`config.mk`:
```
export PLATFORM = sky130hd
export DESIGN_NAME = bus_datapath_seq
export DESIGN_NICKNAME = d
export VERILOG_FILES = /design/src/rtl/bus_datapath_seq.sv
export SDC_FILE = /design/constraint.sdc
export NUM_CORES = 1
export LEC_CHECK = 0
export ABC_CLOCK_PERIOD_IN_PS = 6500
export CAP_MARGIN = 20
export CORE_AREA = 2 2 137 166
export DETAILED_ROUTE_END_ITERATION = 10
export DIE_AREA = 0 0 139 168
export GPL_TIMING_DRIVEN = 0
export PLACE_DENSITY = 0.84
export SETUP_SLACK_MARGIN = 0.02
export SLEW_MARGIN = 20
export SYNTH_ARGS = -nofsm -noshare
export SYNTH_HDL_FRONTEND = slang
export SYNTH_SLANG_ARGS = --single-unit
```
`constraint.sdc`:
```
create_clock -name clk -period 6.5 [get_ports clk]
set_input_delay 0.65 -clock clk [delete_from_list [all_inputs] [get_ports clk]]
set_output_delay 0.65 -clock clk [all_outputs]
set_load 0.005 [all_outputs]
```
`src/rtl/bus_datapath_seq.sv`:
```
// bus_datapath_seq: parametrised mux-bus register datapath with a multicycle valid/ready sequencer.
// Define BUS_DATAPATH_FLAGS_EN to implement the flags register and the CMP opcode.
module bus_datapath_seq #(
  parameter int DATA_W  = 16,
  parameter int NREGS   = 8,
  parameter int RSEL_W  = $clog2(NREGS),
  parameter int INSTR_W = 4 + 2*RSEL_W
) (
  input  logic               clk,
  input  logic               rst,
  input  logic               instr_valid,
  output logic               instr_ready,
  input  logic [INSTR_W-1:0] instr,
  input  logic [DATA_W-1:0]  imm,
  output logic               done,
  output logic               illegal,
  output logic [2:0]         flags,
  output logic [DATA_W-1:0]  bus,
  output logic [1:0]         state,
  input  logic [RSEL_W-1:0]  dbg_sel,
  output logic [DATA_W-1:0]  dbg_data
);
  typedef enum logic [1:0] {IDLE = 2'd0, T1 = 2'd1, T2 = 2'd2, T3 = 2'd3} state_t;
  state_t state_q, state_d;
  logic [DATA_W-1:0] regs [NREGS];
  logic [DATA_W-1:0] a_q, g_q, imm_q, alu_r;
  logic [INSTR_W-1:0] ir_q;
  logic [3:0] op;
  logic [RSEL_W-1:0] rx, ry;
  logic is_mv, is_mvi, is_cmp, is_alu, wr_en, ld_a, ld_g, accept;
  assign {op, rx, ry} = ir_q;
  assign is_mv  = op == 4'd0;
  assign is_mvi = op == 4'd1;
`ifdef BUS_DATAPATH_FLAGS_EN
  assign is_cmp = op == 4'd7;
`else
  assign is_cmp = 1'b0;
`endif
  assign is_alu   = (op >= 4'd2 && op <= 4'd6) || is_cmp;
  assign accept   = instr_ready && instr_valid;
  assign state    = state_q;
  assign dbg_data = regs[dbg_sel];
  always_ff @(posedge clk or posedge rst)
    if (rst) state_q <= IDLE;
    else state_q <= state_d;
  always_comb
    state_d = state_q == IDLE ? (instr_valid ? T1 : IDLE) :
              state_q == T1   ? (is_alu ? T2 : IDLE) :
              state_q == T2   ? (is_cmp ? IDLE : T3) : IDLE;
  always_comb begin
    instr_ready = state_q == IDLE;
    ld_a        = state_q == T1 && is_alu;
    ld_g        = state_q == T2;
    illegal     = state_q == T1 && !is_mv && !is_mvi && !is_alu;
    done        = (state_q == T1 && !is_alu) || (state_q == T2 && is_cmp) || state_q == T3;
    wr_en       = (state_q == T1 && (is_mv || is_mvi)) || state_q == T3;
    bus         = state_q == T1 ? (is_mv ? regs[ry] : is_mvi ? imm_q : is_alu ? regs[rx] : '0) :
                  state_q == T2 ? regs[ry] :
                  state_q == T3 ? g_q : '0;
  end
  always_comb
    alu_r = op == 4'd2 ? a_q + bus :
            (op == 4'd3 || op == 4'd7) ? a_q - bus :
            op == 4'd4 ? a_q & bus :
            op == 4'd5 ? a_q | bus : a_q ^ bus;
  always_ff @(posedge clk or posedge rst)
    if (rst) begin
      ir_q  <= '0;
      imm_q <= '0;
      a_q   <= '0;
      g_q   <= '0;
    end else begin
      if (accept) ir_q <= instr;
      if (accept) imm_q <= imm;
      if (ld_a) a_q <= bus;
      if (ld_g) g_q <= alu_r;
    end
  // All writebacks take the bus value: R[ry] for MV, IMM for MVI, G in T3.
  always_ff @(posedge clk or posedge rst)
    if (rst) for (int i = 0; i < NREGS; i++) regs[i] <= '0;
    else if (wr_en) regs[rx] <= bus;
`ifdef BUS_DATAPATH_FLAGS_EN
  logic [2:0] flags_q;
  logic carry_n;
  // Add carries out exactly when the truncated sum wraps below an operand.
  assign carry_n = op == 4'd2 ? alu_r < a_q :
                   (op == 4'd3 || op == 4'd7) ? a_q >= bus : 1'b0;
  always_ff @(posedge clk or posedge rst)
    if (rst) flags_q <= '0;
    else if (ld_g) flags_q <= {carry_n, alu_r[DATA_W-1], alu_r == '0};
  assign flags = flags_q;
`else
  assign flags = 3'b000;
`endif
endmodule

```
# Word-level counts from Yosys, hierarchy flattened
# Cells that the tools add are included.
# word_totals
reg_bits,188
wordCells,81
# op_classes
add_sub_neg,2
order_cmp,6
n_eq_ne,9
n_mux,27
n_bitwise,6
reduce_logical,18
# op_table
op,count
16-bit 2-to-1 mux,17
16-bit binary-select mux with 3-bit select,3
128-bit bitwise mux,1
16-bit demux with 3-bit select,1
16-bit adder,1
16-bit AND,1
16-bit OR,1
16-bit subtractor,1
16-bit XOR,1
4-bit by 3-bit == test with 1-bit output (second input constant),3
4-bit greater-or-equal comparator (second input constant),3
3-bit NOT with 4-bit output,3
1-bit logical AND,9
4-bit by 2-bit == test with 1-bit output (second input constant),2
2-bit 2-to-1 mux,4
2-bit == test (second input constant),2
4-bit by 1-bit == test with 1-bit output (second input constant),1
4-bit by 2-bit greater-or-equal comparator with 1-bit output (second input constant),1
4-bit by 3-bit <= comparator with 1-bit output (second input constant),1
4-bit zero test,1
1-bit logical OR,4
4-bit by 1-bit < comparator with 1-bit output (second input constant),1
1-bit zero test,3
2-bit by 1-bit == test with 1-bit output (second input constant),1
other kinds (2),2

# Longest topological paths before layout
# Gate-level depths: netlist (run 1).
# depth
word_depth,13
ltp_mapped,17
ltp_nobuf,14

# Worst setup path before layout (run 1)
# OpenSTA, ideal clock, no wires.
# synth_path
path_type,register -> register
startpoint,register ir_q[1]
endpoint,register g_q[12]
t_arrival_ns,4.118
slack_ns,2.318
path_stages_with_launch,16
n_path_buf,2
synth_period_minus_slack_ns,4.182
cell_sequence,dfrtp_1 -> buf_2 -> buf_2 -> mux4_2 -> mux2i_1 -> a21oi_1 -> a22oi_2 -> inv_1 -> ha_1 -> fa_1 -> a21o_1 -> a221oi_1 -> o311ai_0 -> a2111o_1 -> o211ai_1 -> a21o_1
# synth_lines
item,line,text
"start, declared",27,logic [INSTR_W-1:0] ir_q;
"start signal, assigned",73,if (accept) ir_q <= instr;
3-bit NOT with 4-bit output (implied by the code) (*),"57, 58",
16-bit binary-select mux with 3-bit select (*),"57, 58",
16-bit 2-to-1 mux (implied by the code) (*) (2 in series),"57, 58",
"16-bit 2-to-1 mux, on equally long branches","58, 57",
16-bit 2-to-1 mux (*),57,bus = state_q == T1 ? (is_mv ? regs[ry] : is_mvi ? imm_q : is_alu ? regs[rx] : '0) :
named net bus[0],18,"output logic [DATA_W-1:0] bus,"
16-bit subtractor,63,(op == 4'd3 || op == 4'd7) ? a_q - bus :
16-bit 2-to-1 mux,63,
16-bit 2-to-1 mux (*),62,alu_r = op == 4'd2 ? a_q + bus :
"end signal, assigned",76,if (ld_g) g_q <= alu_r;
"end, declared",26,"logic [DATA_W-1:0] a_q, g_q, imm_q, alu_r;"
# The timed path passes the listed nets; every way through them passes the cells marked *. The select of a mux whose other input is x is not followed.
# A chain may end at the register's enable or synchronous reset.

# Worst setup path in the final report (run 1)
# layout_path
startpoint,register ir_q[2]
endpoint,register g_q[14]
# layout_via
elab_chain_len,11
# layout_rtl
item,line
3-bit NOT with 4-bit output (implied by the code) (*),"57, 58"
16-bit binary-select mux with 3-bit select (*),"57, 58"
16-bit 2-to-1 mux (implied by the code) (*) (2 in series),"57, 58"
"16-bit 2-to-1 mux, on equally long branches","58, 57"
16-bit 2-to-1 mux (*),57
"parallel branches: the longest is 4 deep, another holds 16-bit subtractor",n/a
16-bit 2-to-1 mux (*),62
# Mark *: on every way between the ends. The select of a mux whose other input is x is not followed.

==> summary.md, run 1 <==
| Metric | Value |
|---|---|
| WP data arrival | 6730 ps |
| Netlist cell types | 73 |
| Post-Layout Cell Count | 1720 |
| CP bufs+invs | 3 |
| DRT Wirelength | 49.4 mm |
| Via density | 7.10 |
| Gates resized, CTS repair | 0 |
| Die width | 139 um |
| CP cell instances | clkbuf_1 > clkbuf_1 > mux2i_1 > a21oi_1 > a22oi_2 > inv_1 > ha_1 > fa_1 > a21o_1 > a221oi_1 > o211ai_1 > a311oi_1 > xnor2_1 > o221ai_1 |
| Asr flop ratio synth | 100% |
| Post-CTS Setup Inserts | 0 |
| # fillers | 1791 |
| CP Depth | 14 |
| Total global-route track usage | 42.2% |
| Maximum vdd drop | 0.000340 V |
| CTS Buf Count | 17 |
| Clock Sinks | 188 |
| Drt initial violations | 1643 |
| I/O pin count | 72 |
| Routed Antenna Nets | 0 |
| Commonest non-fill, non-tap cell in the layout | nand2_1 |
| Hold Crit Depth | 1 |
| YS warnings | 0 |
| PortBufs | 65 |
| Hpwl dp | 36.1 mm |
| Outcome | complete, no violations |
| Fin Clk Skew | 17.2 ps |
| Critical path's largest stage delay | 930 ps |
| RSZ-0062 raised after global routing | false |
| # hold bufs at CTS | 0 |
| Drt wl/cell | 28.7 um |
| Critical path required time | 6820 ps |
| Hold Violations, Final | 0 |
| Period utilisation layout | 98.7% |
| CTS tree | built |
| Vias in the first global route | 11888 |
| Worst path most repeated cell | clkbuf_1 |
| EDFF count, synth | 0 |
| Rows | 60 |
| Nets | 1511 |
| CTS root buffer | clkbuf_16 |
| Slowest CP cell | clkbuf_1 |
| Residual DRC | 0 |
| Power Density | 547 nW/um^2 |
| Post-Synthesis Cells | 1341 |
| H-tree depth | 4 |
| Fin area | 14500 um^2 |
| Max-slew violations | 0 |
| Placed Cells | 1688 |
| Synth Flop Type | dfrtp_1 |
| Largest net degree at the start of global routing | 99 |
| Die height | 168 um |
| Flop and latch count out of synthesis | 188 |
| Max-cap viol count | 0 |
| Crit path max-delay family | compound AO/OA/AOI/OAI gates |
| Starting density of the core | 58.6% |
| First-pass GRT wire length | 73.1 mm |
| Worst slew margin | 22.2% |
| Final Power | 7920 uW |
| Sequential-to-total area share from yosys stat | 36.6% |
| Worst Reg-to-Reg Cells | 14 |
| Fmax | 156 MHz |
| Routed vias | 12214 |
| Area after DPL | 13900 um^2 |
| CP Capture Type | flop |
| Setup Viol. Count Final | 0 |
| Layout cell share with drive strength beyond 1 | 16.4% |
| Insertion delay to the later sink of the worst-skew pair | 460 ps |
| Antenna violations before repair | 0 |
| CTS Buffer Depth | 2 |
| Clock Pin Slew Worst Setup and Hold Paths | 90 ps |
| Mapped Area | 12800 um^2 |
| TritonRoute pass-1 iters | 9 |
| Crit path max fanout | 10 |
| Ant diodes | 0 |
| Core area | 21900 um^2 |
| Crit Path Category | flop to flop |
| Minimum clock period after layout | 6410 ps |
| Global route overflow | 0 |
| Worst hold slack | 504 ps |
| Die area | 23400 um^2 |
| Most frequent cells in the layout | 219 x nand2_1, 188 x dfrtp_1, 186 x o21ai_0 |
| Area grow syn2layout | 12.7% |
| Static leakage | 0.00605 uW |
| Hold Crit Class | flop to flop |
| Slew @ Worst Pin | 1170 ps |
| GPL Wtd Cong | 1.01 |
| Synth Area per Inst | 9.58 um^2 |
| Worst setup SP type | flop |
[power by group]
| group | internal (uW) | switching [uW] | leakage (uW) |
|---|---|---|---|
| Combinational | 1840 | 2940 | 0.00326 |
| Clock | 518 | 547 | 0.000284 |
| Sequential | 1610 | 464 | 0.00251 |
| Total | 3970 | 3950 | 0.00605 |
[sequential cells by signal (all words and copies together), names as in the netlist, named ones only]
signal,count
g_q,16
ir_q,10
regs,128
a_q,16
imm_q,16
state,1
[cell usage after synthesis (5+ instances only)]
library cell | instances | area, um^2
a211o_1 | 7 | 61.3
a211oi_1 | 10 | 75.1
a21o_1 | 8 | 60.1
a21oi_1 | 37 | 185
a221o_1 | 6 | 60.1
a22o_1 | 5 | 43.8
a31oi_1 | 7 | 43.8
buf_1 | 5 | 18.8
buf_2 | 28 | 140
buf_4 | 7 | 52.6
clkbuf_1 | 74 | 278
dfrtp_1 | 188 | 4700
ha_1 | 49 | 613
inv_1 | 47 | 176
mux2_2 | 68 | 766
mux2i_1 | 19 | 190
mux4_2 | 66 | 1490
nand2_1 | 219 | 822
nand2b_1 | 16 | 100
nand3_1 | 8 | 40.0
nor2_1 | 40 | 150
nor2b_1 | 10 | 62.6
nor3_1 | 9 | 45.0
nor3b_1 | 6 | 45.0
nor4_1 | 8 | 50.1
o211ai_1 | 24 | 180
o21a_1 | 8 | 60.1
o21ai_0 | 186 | 931
o21ai_1 | 10 | 50.1
o21ai_2 | 8 | 70.1
o221ai_1 | 14 | 123
o22ai_1 | 35 | 219
o31ai_1 | 11 | 82.6
or2_2 | 7 | 43.8
or3_1 | 7 | 43.8
or4_1 | 5 | 37.5
xnor2_1 | 9 | 78.8
[cell type report]
| cell class | instances | area, um^2 | area share, % |
|---|---|---|---|
| clock buffer | 17 | 425 | 2.94 |
| tap | 279 | 349 | 2.41 |
| sequential | 188 | 4700 | 32.5 |
| timing repair buffer | 66 | 678 | 4.68 |
| buffer | 117 | 523 | 3.61 |
| inverter | 47 | 184 | 1.27 |
| multi-input combinational | 991 | 7450 | 51.4 |
| clock inverter | 15 | 169 | 1.17 |
[stage by stage]
step | setup slack, ps | setup TNS [ps] | utilization [%]
floorplan | 736 | 0 | -
CTS | 423 | 0 | 66.1
detailed placement | 444 | 0 | 63.3
global route | 237 | 0 | 66.1
finish | 87.2 | 0 | 66.1
global placement | -1610 | -299470 | 63.2
[worst register-to-register path: stages, from the launching register on]
cell and delay (ps):
dfrtp_1 330, clkbuf_1 610, clkbuf_1 930, mux2i_1 610
a21oi_1 190, a22oi_2 650, inv_1 180, ha_1 280
fa_1 440, a21o_1 200, a221oi_1 830, o211ai_1 260
a311oi_1 370, xnor2_1 210, o221ai_1 170
[path summary, 6_finish.rpt]
| kind | end | slack, ps | from |
|---|---|---|---|
| max | g_q[14] | 90 | ir_q[2] |
| min | imm_q[3] | 500 | imm_q[3] |
| max reg2reg | g_q[14] | 90 | ir_q[2] |
| min reg2reg | imm_q[3] | 500 | imm_q[3] |
| max in group asynchronous | a_q[7] | 4900 | rst |
| min in group asynchronous | regs[19] | 690 | rst |
[logic make-up after synthesis]
| logic type | share of synthesized area, % |
|---|---|
| compound gates | 20.7 |
| simple gates | 12.3 |
| flops | 36.6 |
| buf+inv | 5.45 |
| mux | 19.0 |
| fa+ha+maj | 5.09 |
| xor+xnor | 0.750 |
| other cells | 0.0292 |
[metal layers]
layer	global-route usage, %	routed length (um)	part of all wire, %
met5	0	0	0
met4	28.5	4200	8.5
met3	9.87	5500	11
met2	67.7	22700	46
met1	50.9	17000	34
Note: power is estimated with default switching activity, not from simulation.
==> run 2, diff against run 1 <==
--- a/config.mk
+++ b/config.mk
@@ -6,7 +6,7 @@
 export NUM_CORES = 1
 export LEC_CHECK = 0
 export ABC_CLOCK_PERIOD_IN_PS = 6500
-export CAP_MARGIN = 20
+export CAP_MARGIN = 25
 export CORE_AREA = 2 2 137 166
 export DETAILED_ROUTE_END_ITERATION = 10
 export DIE_AREA = 0 0 139 168
==> results of run 2 <==
The final DEF is identical to that of run 1; final timing and power are the same.
==> RTL change 1: new RTL, settings of run 2 <==
Put a register stage on the output `dbg_data`, cleared by the reset. The value now appears one clock later. The other outputs are not delayed to match.
--- a/src/rtl/bus_datapath_seq.sv
+++ b/src/rtl/bus_datapath_seq.sv
@@ -39,7 +39,13 @@
   assign is_alu   = (op >= 4'd2 && op <= 4'd6) || is_cmp;
   assign accept   = instr_ready && instr_valid;
   assign state    = state_q;
-  assign dbg_data = regs[dbg_sel];
+  always_ff @(posedge clk or posedge rst) begin
+    if (rst) begin
+      dbg_data <= '0;
+    end else begin
+      dbg_data <= regs[dbg_sel];
+    end
+  end
   always_ff @(posedge clk or posedge rst)
     if (rst) state_q <= IDLE;
     else state_q <= state_d;
Formal check against the unedited RTL: not equivalent (a bounded check fails within 4 cycles, from zero or initial values and one cycle with rst high).
==> RTL change 1 against run 2 <==
- synthesized area is 3.1% higher
- worst setup slack better by 0.36 ns
- utilization is 2.7 points higher
- sequential power is 7% higher
- design area is 4.2% higher
- highest routed layer unchanged
- non-clock buffer count is 4 lower
- wire length is 0.53% lower
- total power is 7.8% higher
- combinational power is 4% higher
- sequential cell count is 16 higher
- sequential share of layout area is 1.4 points higher
- critical path type unchanged
- largest power group unchanged
- global-route usage is 0.48 points lower
==> RTL change 1: results (changes against run 2) <==
* Pin count of the biggest net entering global routing: 96 (was 99)
- The total wire length is 49.2 mm (was 49.4 mm).
* Count of different cell masters after synthesis: 75 (was 73)
- Clk buf depth: 3 (was 2)
* DR WL/cell: 28.3 um (was 28.7 um)
- The worst-case hold path end point is g_q[5] (was imm_q[3]).
- Hold wc startpoint: g_q[5] (was imm_q[3])
- Clock latency on the worst-skew pair: 0.53 ns (was 0.46 ns)
* HPWL after detailed placement: 35.7 mm (was 36.1 mm)
- The count of buffers from port buffering came to 65 (unchanged).
- The number of nets in the final layout is 1,527 (was 1,511).
- Fill cell total of the finished layout: 1,721 (was 1,791)
* Post-synthesis sequential area ratio: 38.5% (was 36.6%)
- Register cell area after layout: 0.00510 mm2 (was 0.00470 mm2)
- Ranking of synthesized cells by area: dfrtp_1, mux4_2, nand2_1 (was dfrtp_1, mux4_2, o21ai_0).
- Run status: complete, no violations (unchanged)
- The combined global-route utilization of all metal layers was 41.7% (was 42.2%).
* Number of cells on the worst hold path: 2 (was 1)
- The number of global-route vias before repair was 11,903 (was 11,888).
- Pre-CTS setup slack: 0.775 ns (was 0.444 ns)
- H-tree levels: 1 (was 4)
- The arrival time reported for the critical path endpoint came to 6.44 ns (was 6.73 ns).
- Drt pass-1 iters: 5 (was 9)
* Worst VDD drop: 0.407 mV (was 0.340 mV)
- Leakage: 6.39 nW (was 6.05 nW)
- Proportion of layout cells with a drive suffix above 1: 17.3% (was 16.4%)
- The number of buffers created by CTS came to 23 (was 17).
- Worst-case clock skew: 0.0199 ns (was 0.0172 ns)
- Detailed Route Iter0 Violations: 1,336 (was 1,643)
* Reg2reg path depth: 18 (was 14)
- The CTS clock-pin slew for the worst setup and hold paths is 0.06 ns (was 0.09 ns).
* Setup ws final: 0.450 ns (was 0.0872 ns)
- Number of vias per cell: 6.95 (was 7.10)
* Area post-placement: 0.0143 mm2 (was 0.0139 mm2)
- The worst flop-to-flop path startpoint was ir_q[0] (was ir_q[2]).
- Instance count after placement with tap cells included: 1,698 (was 1,688)
* Routability Congestion: 1.01 (about the same)
* Number of cells produced by synthesis: 1,349 (was 1,341)
[RTL change 1: cells by family after synthesis]
family,after synthesis,synth area share (%)
fa+ha+maj,51,4.93
xor+xnor,11,0.727
compound gates,415,20.4
other cells,1,0.0283
simple gates,338,10.8
buf+inv,167,5.47
flops,204,38.5
mux,162,19.1
[RTL change 1: stage by stage]
step | hold WS, ns | TNS (ns) | total power (W)
after global routing | 0.514 | 0 | 0.00892
after floorplan | 0.443 | 0 | 0.00534
after detailed placement | 0.469 | 0 | 0.00700
final | 0.485 | 0 | 0.00853
after global placement | 0.466 | -458.01 | 0.00691
after CTS | 0.487 | 0 | 0.00835
[RTL change 1: layer usage]
layer / share of wire [%] / GRT usage [%]
met1: 35 / 50.4
met2: 46 / 66.8
met3: 11 / 9.67
met4: 8.0 / 28.3
met5: 0 / 0
[RTL change 1: worst max-delay path: stages, from the launching register on]
cell and delay [ns]:
dfrtp_1 0.31, buf_2 0.27, buf_6 0.28, buf_2 0.44
mux4_2 0.37, mux2i_1 0.45, a21oi_1 0.15, a22oi_1 0.33
buf_2 0.33, inv_1 0.12, ha_1 0.26, fa_1 0.45
a21oi_1 0.25, o21ai_0 0.22, a2111oi_0 0.84, o41ai_1 0.15
xnor2_1 0.16, a221oi_1 0.38, a21oi_1 0.13
[RTL change 1: final cells by class]
cell class | instances | area share [%]
plain buffers | 111 | 3.41
clock buffers | 29 | 4.16
clock inverters | 9 | 0.855
inverters | 56 | 1.44
multi-input cells | 980 | 49.2
flip-flops and latches | 204 | 33.9
well taps | 279 | 2.31
repair buffers | 68 | 4.73
[RTL change 1: worst max path at each step]
stage | start | end | cells after the start
2_1_floorplan | rst | async pin | 1
3_3_place_gp | rst | g_q[13] | 2
3_5_place_dp | ir_q[0] | g_q[14] | 18
4_1_cts | ir_q[0] | g_q[14] | 18
5_1_grt | ir_q[0] | g_q[14] | 18
6_report | ir_q[0] | g_q[14] | 18
[RTL change 1: power breakdown]
part	total, W	switching (W)	internal (W)
clock network	0.00136	0.000557	0.000799
logic	0.00496	0.00303	0.00194
registers	0.00222	0.000467	0.00175
==> RTL change 2: new RTL, flow settings as in run 2 <==
Without the edit above. Change the parameter `DATA_W` from 16 to 12.
--- a/src/rtl/bus_datapath_seq.sv
+++ b/src/rtl/bus_datapath_seq.sv
@@ -1,7 +1,7 @@
 // bus_datapath_seq: parametrised mux-bus register datapath with a multicycle valid/ready sequencer.
 // Define BUS_DATAPATH_FLAGS_EN to implement the flags register and the CMP opcode.
 module bus_datapath_seq #(
-  parameter int DATA_W  = 16,
+  parameter int DATA_W  = 12,
   parameter int NREGS   = 8,
   parameter int RSEL_W  = $clog2(NREGS),
   parameter int INSTR_W = 4 + 2*RSEL_W
Ports: changed (resized bus, dbg_data and imm); port bits go from 72 to 60. No check against the original RTL was run, so the function may have changed too.
==> RTL change 2 against run 2 <==
- total power is 24% lower
- global-route usage is 13 points lower
- largest cell class unchanged
- hold slack worse by 0.013 ns
- non-clock buffer count is 38 lower
- die area stayed put
- design area is 21% lower
- critical endpoint is now g_q[9]
- maximum frequency is 25% higher
- utilization is 14 points lower
- synthesized area is 23% lower
- sequential cell count is 44 lower
- worst setup slack better by 1.3 ns
- largest power group unchanged
- wire length is 31% lower
- sequential power is 24% lower
- combinational power is 28% lower
==> RTL change 2: results (changes against run 2) <==
- Run status: complete, no violations (unchanged)
* Proportion of layout cells with a drive suffix above 1: 17.3% (was 16.4%)
- Count of different cell masters after synthesis: 77 (was 73)
- Routed Wire Length: 33.9 mm (was 49.4 mm)
- The maximum number of pins on one net before global-route repair is 104 (was 99).
- The headroom to the max-slew limit was 30.7% (was 22.2%).
- Detailed Route Iter0 Violations: 1,140 (was 1,643)
* Clock transition at the register clock pins on the worst setup and hold paths after CTS: 0.07 ns (was 0.09 ns)
- The slowest library cell on the worst path was a221oi_1 (was clkbuf_1).
- Area post-placement: 0.0109 mm2 (was 0.0139 mm2)
- CP Data Arrival Time: 5.47 ns (was 6.73 ns)
- Routability Congestion: 1.02 (was 1.01)
- Leakage: 4.75 nW (was 6.05 nW)
* Worst VDD drop: 0.269 mV (was 0.340 mV)
* Via count of the first global-routing pass: 8,810 (was 11,888)
- The global-route wire length before repair is 51.7 mm (was 73.1 mm).
* GR Util All Layers: 29.0% (was 42.2%)
* HPWL after detailed placement: 24.4 mm (was 36.1 mm)
- Count of buffers from port buffering: 54 (was 65)
- Ranking of synthesized cells by area: dfrtp_1, mux4_2, o21ai_0 (unchanged)
- Slowest Stage Delay on Critical Path: 0.79 ns (was 0.93 ns)
* Largest fanout of any net on the critical path: 11 (was 10)
- The number of nets in the final layout is 1,165 (was 1,511).
- The number of flip-flops under the largest register name is 96 (was 128).
* Post-synthesis sequential area ratio: 36.3% (was 36.6%)
[RTL change 2: cell type report]
type,count,area (um2)
well taps,279,349
clock inverters,14,158
plain buffers,89,498
clock buffers,18,439
inverters,41,161
flip-flops and latches,144,3600
fillers,1965,10500
repair buffers,56,576
multi-input cells,751,5680
[RTL change 2: worst register-to-register path: cells and delay by family, from the launching register on]
family | cells | cell delay (ns)
mux | 1 | 0.25
fa+ha+maj | 1 | 0.22
simple gates | 1 | 0.13
buf+inv | 5 | 1.52
flops | 1 | 0.52
compound gates | 8 | 2.38
[RTL change 2: final timing paths]
kind	from	to	slack, ns	cells after the start
worst max register to register	ir_q[5]	g_q[9]	1.36	16
worst min register to register	g_q[3]	g_q[3]	0.49	2
min in group asynchronous	rst	regs[13]	0.61	2
worst max-delay path	ir_q[5]	g_q[9]	1.36	16
worst min-delay path	g_q[3]	g_q[3]	0.49	2
max in group asynchronous	rst	regs[54]	5.07	3
[RTL change 2: logic make-up after synthesis]
group	synth area share, %
compound gates	18.9
simple gates	13.6
flops	36.3
buf+inv	6.57
mux	19.1
fa+ha+maj	4.82
xor+xnor	0.707
other cells	0.0378
[RTL change 2: report_power, final]
| part | total [W] | internal (W) | switching (W) |
|---|---|---|---|
| registers | 0.00157 | 0.00123 | 0.000335 |
| clock network | 0.00101 | 0.000581 | 0.000426 |
| logic | 0.00343 | 0.00143 | 0.00200 |
[RTL change 2: stage by stage]
step,setup TNS [ns],power (W),setup WS [ns],util [%],cells
4_1_cts,0,0.00589,1.59,52.3,1392
5_1_grt,0,0.00631,1.12,52.3,1392
6_report,0,0.00601,1.36,52.3,1392
2_1_floorplan,0,0.00379,1.98,-,1025
3_3_place_gp,-5.32,0.00479,-0.0481,49.3,1358
3_5_place_dp,0,0.00488,1.62,49.6,1360
[RTL change 2: layer usage]
layer / vias up / GRT usage, % / wire (um)
met5: - / 0 / 0
met2: 606 / 47.4 / 16000
met3: 178 / 6.94 / 3540
met4: 0 / 15.3 / 2110
li1: 3879 / - / -
met1: 4355 / 35.7 / 12200
